==> src/rtl/ddr3_mc_cmd_arb_pkg.sv <==
// rtl/ddr3_mc_cmd_arb_pkg.sv - shared state encoding, id width and sizing helper for the command arbiter
package ddr3_arb_pkg;

  localparam int ID_W = 4;

  typedef enum logic [4:0] {
    ST_IDLE   = 5'b00001,
    ST_ARB    = 5'b00010,
    ST_WRADDR = 5'b00100,
    ST_RDADDR = 5'b01000,
    ST_GAP    = 5'b10000
  } arb_state_e;

  // Never returns less than 1 so a single-channel index still has a bit.
  function automatic int clog2(input int n);
    int w;
    w = 1;
    while ((1 << w) < n) w = w + 1;
    return w;
  endfunction

endpackage

==> src/rtl/ddr3_mc_cmd_arb_rr_pick.sv <==
// rtl/ddr3_mc_cmd_arb_rr_pick.sv - first requesting channel at or above a start pointer, wrapping modulo N
module rr_pick
  import ddr3_arb_pkg::*;
#(
  parameter int N  = 2,
  parameter int IW = clog2(N)
) (
  input  logic [N-1:0]  req_i,
  input  logic [IW-1:0] start_i,
  output logic [IW-1:0] grant_o,
  output logic          valid_o
);

  logic [IW-1:0] idx;

  // Walk from the farthest offset down so the nearest requester is the last write.
  always_comb begin
    grant_o = '0;
    valid_o = 1'b0;
    idx     = '0;
    for (int k = N - 1; k >= 0; k--) begin
      idx = IW'((int'(start_i) + k) % N);
      if (req_i[idx]) begin
        grant_o = idx;
        valid_o = 1'b1;
      end
    end
  end

endmodule

==> src/rtl/ddr3_mc_cmd_arb.sv <==
// rtl/ddr3_mc_cmd_arb.sv - read/write AXI command arbiter with round-robin channels and a post-command gap
module ddr3_mc_cmd_arb
  import ddr3_arb_pkg::*;
#(
  parameter int NUM_WR    = 2,
  parameter int NUM_RD    = 2,
  parameter int ADDR_W    = 28,
  parameter int BURST_LEN = 15,
  parameter int GAP_CYC   = 10,
  parameter bit WR_STRICT = 1'b0
) (
  input  logic                     clk_100M,
  input  logic                     rst,
  input  logic                     ddr_init_done,
  input  logic [NUM_WR-1:0]        wr_empty,
  input  logic [NUM_WR*ADDR_W-1:0] wr_addr,
  output logic [NUM_WR-1:0]        wr_ref,
  input  logic [NUM_RD-1:0]        rd_empty,
  input  logic [NUM_RD*ADDR_W-1:0] rd_addr,
  output logic [NUM_RD-1:0]        rd_ref,
  output logic [ADDR_W-1:0]        axi_awaddr,
  output logic [3:0]               axi_awlen,
  output logic [ID_W-1:0]          axi_awid,
  output logic                     axi_awvalid,
  input  logic                     axi_awready,
  output logic [ADDR_W-1:0]        axi_araddr,
  output logic [3:0]               axi_arlen,
  output logic [ID_W-1:0]          axi_arid,
  output logic                     axi_arvalid,
  input  logic                     axi_arready,
  output logic                     busy
);

  localparam int WIW = clog2(NUM_WR);
  localparam int RIW = clog2(NUM_RD);
  localparam int GW  = clog2(GAP_CYC);

  arb_state_e        state_q, state_d;
  logic              init_q;
  logic              prior_wr_q;
  logic [WIW-1:0]    wr_ptr_q, wr_ch_q, wr_pick;
  logic [RIW-1:0]    rd_ptr_q, rd_ch_q, rd_pick;
  logic              wr_any, rd_any;
  logic [ADDR_W-1:0] awaddr_q, araddr_q;
  logic [NUM_WR-1:0] wr_ref_q;
  logic [NUM_RD-1:0] rd_ref_q;
  logic [GW-1:0]     gap_q;
  logic              aw_hs, ar_hs, wr_grant, rd_grant;

  rr_pick #(.N(NUM_WR)) u_wr_pick (
    .req_i   (~wr_empty),
    .start_i (wr_ptr_q),
    .grant_o (wr_pick),
    .valid_o (wr_any)
  );

  rr_pick #(.N(NUM_RD)) u_rd_pick (
    .req_i   (~rd_empty),
    .start_i (rd_ptr_q),
    .grant_o (rd_pick),
    .valid_o (rd_any)
  );

  assign aw_hs    = (state_q == ST_WRADDR) && axi_awready;
  assign ar_hs    = (state_q == ST_RDADDR) && axi_arready;
  assign wr_grant = (state_q == ST_ARB) && (state_d == ST_WRADDR);
  assign rd_grant = (state_q == ST_ARB) && (state_d == ST_RDADDR);

  // Calibration status crosses in from the DDR IP; one flop is all it gets.
  always_ff @(posedge clk_100M) begin
    init_q <= ddr_init_done;
  end

  always_ff @(posedge clk_100M) begin
    if (rst) state_q <= ST_IDLE;
    else     state_q <= state_d;
  end

  always_comb begin
    state_d = state_q;
    case (state_q)
      ST_IDLE: if (init_q) state_d = ST_ARB;
      ST_ARB: begin
        if (WR_STRICT) begin
          if (wr_any)      state_d = ST_WRADDR;
          else if (rd_any) state_d = ST_RDADDR;
        end else if (prior_wr_q && wr_any) state_d = ST_WRADDR;
        else if (rd_any)                   state_d = ST_RDADDR;
        else if (wr_any)                   state_d = ST_WRADDR;
      end
      ST_WRADDR: if (axi_awready) state_d = ST_GAP;
      ST_RDADDR: if (axi_arready) state_d = ST_GAP;
      ST_GAP:    if (gap_q == '0) state_d = init_q ? ST_ARB : ST_IDLE;
      default:   state_d = ST_IDLE;
    endcase
  end

  always_comb begin
    axi_awvalid = (state_q == ST_WRADDR);
    axi_arvalid = (state_q == ST_RDADDR);
    busy        = (state_q == ST_WRADDR) || (state_q == ST_RDADDR) || (state_q == ST_GAP);
  end

  // Pointers hold the next channel to search from, so reset starts at channel 0.
  always_ff @(posedge clk_100M) begin
    if (rst) begin
      prior_wr_q <= 1'b1;
      wr_ptr_q   <= '0;
      rd_ptr_q   <= '0;
      wr_ch_q    <= '0;
      rd_ch_q    <= '0;
      awaddr_q   <= '0;
      araddr_q   <= '0;
      wr_ref_q   <= '0;
      rd_ref_q   <= '0;
      gap_q      <= '0;
    end else begin
      wr_ref_q <= '0;
      rd_ref_q <= '0;
      if (wr_grant) begin
        wr_ch_q  <= wr_pick;
        awaddr_q <= wr_addr[int'(wr_pick)*ADDR_W +: ADDR_W];
      end
      if (rd_grant) begin
        rd_ch_q  <= rd_pick;
        araddr_q <= rd_addr[int'(rd_pick)*ADDR_W +: ADDR_W];
      end
      if (aw_hs) begin
        wr_ref_q[wr_ch_q] <= 1'b1;
        wr_ptr_q          <= (int'(wr_ch_q) == NUM_WR - 1) ? '0 : wr_ch_q + 1'b1;
        prior_wr_q        <= 1'b0;
      end
      if (ar_hs) begin
        rd_ref_q[rd_ch_q] <= 1'b1;
        rd_ptr_q          <= (int'(rd_ch_q) == NUM_RD - 1) ? '0 : rd_ch_q + 1'b1;
        prior_wr_q        <= 1'b1;
      end
      if (aw_hs || ar_hs)                      gap_q <= GW'(GAP_CYC - 1);
      else if (state_q == ST_GAP && gap_q != '0) gap_q <= gap_q - 1'b1;
    end
  end

  assign wr_ref     = wr_ref_q;
  assign rd_ref     = rd_ref_q;
  assign axi_awaddr = awaddr_q;
  assign axi_araddr = araddr_q;
  assign axi_awid   = ID_W'(wr_ch_q);
  assign axi_arid   = ID_W'(rd_ch_q);
  assign axi_awlen  = 4'(BURST_LEN);
  assign axi_arlen  = 4'(BURST_LEN);

endmodule

==> config.mk <==
export PLATFORM = sky130hd
export DESIGN_NAME = ddr3_mc_cmd_arb
export DESIGN_NICKNAME = d
export VERILOG_FILES = /design/src/rtl/ddr3_mc_cmd_arb_pkg.sv /design/src/rtl/ddr3_mc_cmd_arb_rr_pick.sv /design/src/rtl/ddr3_mc_cmd_arb.sv
export SDC_FILE = /design/constraint.sdc
export NUM_CORES = 1
export LEC_CHECK = 0
export BUFFER_PORTS_ARGS = -buffer_cell sky130_fd_sc_hd__buf_2
export CAP_MARGIN = 30
export CORE_ASPECT_RATIO = 0.7
export CORE_MARGIN = 10
export CORE_UTILIZATION = 40
export CTS_CLUSTER_SIZE = 40
export DETAILED_ROUTE_END_ITERATION = 10
export GPL_ROUTABILITY_DRIVEN = 0
export GPL_TIMING_DRIVEN = 0
export HOLD_SLACK_MARGIN = 0.08
export PLACE_DENSITY = 0.74
export SLEW_MARGIN = 30
export SYNTH_ARGS = -nofsm -noshare
export SYNTH_HDL_FRONTEND = slang
export SYNTH_SLANG_ARGS = --single-unit
==> constraint.sdc <==
create_clock -name clk_100M -period 4.49 [get_ports clk_100M]
set_input_delay 0.449 -clock clk_100M [delete_from_list [all_inputs] [get_ports clk_100M]]
set_output_delay 0.449 -clock clk_100M [all_outputs]
set_load 0.005 [all_outputs]
==> results.txt <==
Status: complete, no violations
# IOs: 200
Antenna-violating nets left: 0
Largest net degree at the start of global routing: 12
Worst Path Buf+Inv: 1
Post-CTS Resized: 0
CTS Sinks: 75
VDD IR max: 0.2004 mV
Power Total: 0.001507 W
Starting DRT DRC Count: 212
RSZ-0062 raised after global routing: false
Initial antenna violation count: 0
Final HPWL DP: 10.15 mm
First-pass GRT wire length: 20.24 mm
Critical path's top delay family: simple AND/OR/NAND/NOR gates
Layout cells sized above 1: 36.51%
Total congestion overflow: 0
Total vias in the final route: 3866
Commonest non-fill, non-tap cell in the layout: buf_2
Final WL: 12.76 mm
Reg2reg end: axi_araddr[15]
CP Class: reg -> out
FF-to-FF setup slack: 2.51 ns
H-tree Lvls: 3
Via density: 5.182
Lkg Pwr: 2.273 nW
FF+latch count, synth: 75
Main synth FF type: dfxtp_1
Worst Hold Class: in -> reg
Clk slew on worst S/H paths: 0.06 ns
Clock Skews: 0.005085 ns
Die width: 130.1 um
Worst min-delay path startpoint: ddr_init_done
Diode count: 0
Crit path DAT: 1.68 ns
Initial Util: 40.57%
Final period utilization: 47.53%
# hold bufs at CTS: 0
Max-slew violation count: 0
Max Cap Violations: 0
CTS tree: done
Synthesized area per cell: 7.918 um2
Crit path capture type: output port
Pwr Density: 317.2 nW/um2
Post-synthesis cell type count: 41
Final setup vio count: 0
FFs w/ async S/R, synth: 0%
Max Fclk: 468.6 MHz
Number of global-route vias before repair: 4009
Net count, final: 758
Setup crit start kind: flop
Yosys warns: 0
CP Cell Sequence: nor3_1 > nand3b_1 > o211ai_1 > buf_2
Slowest stage cell, crit path: nor3_1
# fillers: 806
Total track usage: 19.76%
Die Area: 12640 um2
Slew margin rel.: 57.49%
Post-CTS Setup Bufs: 0
Seq/Total Area, Yosys: 44.20%
Core area: 8373 um2
CTS root buffer: clkbuf_16
Residual DRC: 0
Min Tclk post-route: 2.134 ns
Largest fanout on the critical path: 7
Hold Violations, Final: 0
Layout area overhead: 39.82%
FF-to-FF path depth: 6
CTS max path bufs: 2
Hold Path Sink: init_q
Worst path required time: 4.04 ns
Post-synth EDFFs: 0
Die Height: 97.10 um
Slowest stage delay, CP: 0.43 ns
Worst slew pin tran: 0.6377 ns
Port bufs: 184
Worst hold stages: 1
RR Startpoint: state_q[3]
FP Rows: 28
Worst-Skew Late Latency: 0.33 ns
Post-Syn Area: 3397 um2
DR WL/cell: 17.10 um
Most frequent cells in the layout: buf_2 (199), nand2_1 (123), dfxtp_1 (75)
Fin Setup TNS: 0 ns
TritonRoute pass-1 iters: 6
Synthesized instance count: 429
CTS Buf Count: 9
synthesized netlist by cell type, drive strengths merged (2+ instances only):
cell type  instances  area share (%)
nand2            123              14
dfxtp             75              44
nor2              62             6.9
a311oi            56              14
buf               32             5.9
clkbuf            17             1.9
nor3               8             1.5
inv                7            0.77
a21oi              3            0.44
nand3              3            0.44
nor2b              3            0.55
nor3b              3            0.66
o21a               3            0.66
or2                3            0.55
a21boi             2            0.44
a31oi              2            0.37
conb               2            0.22
mux2i              2            0.59
o21bai             2            0.44
o22ai              2            0.37
xnor2              2            0.52
flip-flops by register name, indices dropped and copies added, names as in the netlist:
register and count:
axi_araddr 28, axi_awaddr 28, gap_q 4, init_q 1, prior_wr_q 1, rd_ch_q 1
rd_ptr_q 1, rd_ref 2, state_q 5, wr_ch_q 1, wr_ptr_q 1, wr_ref 2
worst max-delay path by stage:
stage	endpoint	slack [ns]	cells after the start	start
finish	busy	2.36	4	state_q[4]
floorplan	gap_q[1]	2.90	4	state_q[3]
CTS	busy	2.38	4	state_q[4]
global route	busy	2.20	4	state_q[4]
detailed placement	gap_q[2]	2.39	4	rst
global placement	gap_q[2]	2.40	4	rst
final cells by class:
cell class                 count  area (um2)  area share (%)
multi-input combinational    310        1652           34.77
sequential                    75        1501           31.61
timing repair buffer         184       920.9           19.39
buffer                        49       262.8           5.532
clock buffer                  13       240.2           5.058
tap                          105       131.4           2.766
inverter                       7       26.28          0.5532
clock inverter                 3       15.01          0.3161
through the flow:
| stage | worst slack [ns] | utilization [%] | hold slack [ns] | instances | instance area, um2 |
|---|---|---|---|---|---|
| floorplan | 2.900 | - | 0.4365 | 441 | 3442 |
| global placement | 2.404 | 53.68 | 0.4490 | 730 | 4494 |
| detailed placement | 2.391 | 53.68 | 0.4515 | 730 | 4494 |
| CTS | 2.376 | 56.72 | 0.2036 | 746 | 4750 |
| global route | 2.196 | 56.72 | 0.2000 | 746 | 4750 |
| finish | 2.356 | 56.72 | 0.2166 | 746 | 4750 |
layer usage:
metal  vias up  GRT usage, %  part of all wire (%)
met1      1740         22.74                    39
met3        20         10.09                    15
met4         0         6.207                   1.6
met5         -             0                     0
met2       223         31.06                    44
li1       1883             -                     -
kinds of logic after synthesis:
logic type	share of synthesized area [%]
xor+xnor	0.5157
buf+inv	8.508
mux	0.5893
fa+ha+maj	0.3683
compound gates	19.34
other cells	0.2211
simple gates	26.26
flops	44.20
power breakdown:
group	switching, W	internal, W	total, W
Clock	0.000262	0.000372	0.000634
Combinational	0.0000980	0.0000858	0.000184
Sequential	0.00000936	0.000680	0.000689
No activity file was read; power rests on OpenSTA's default activity.
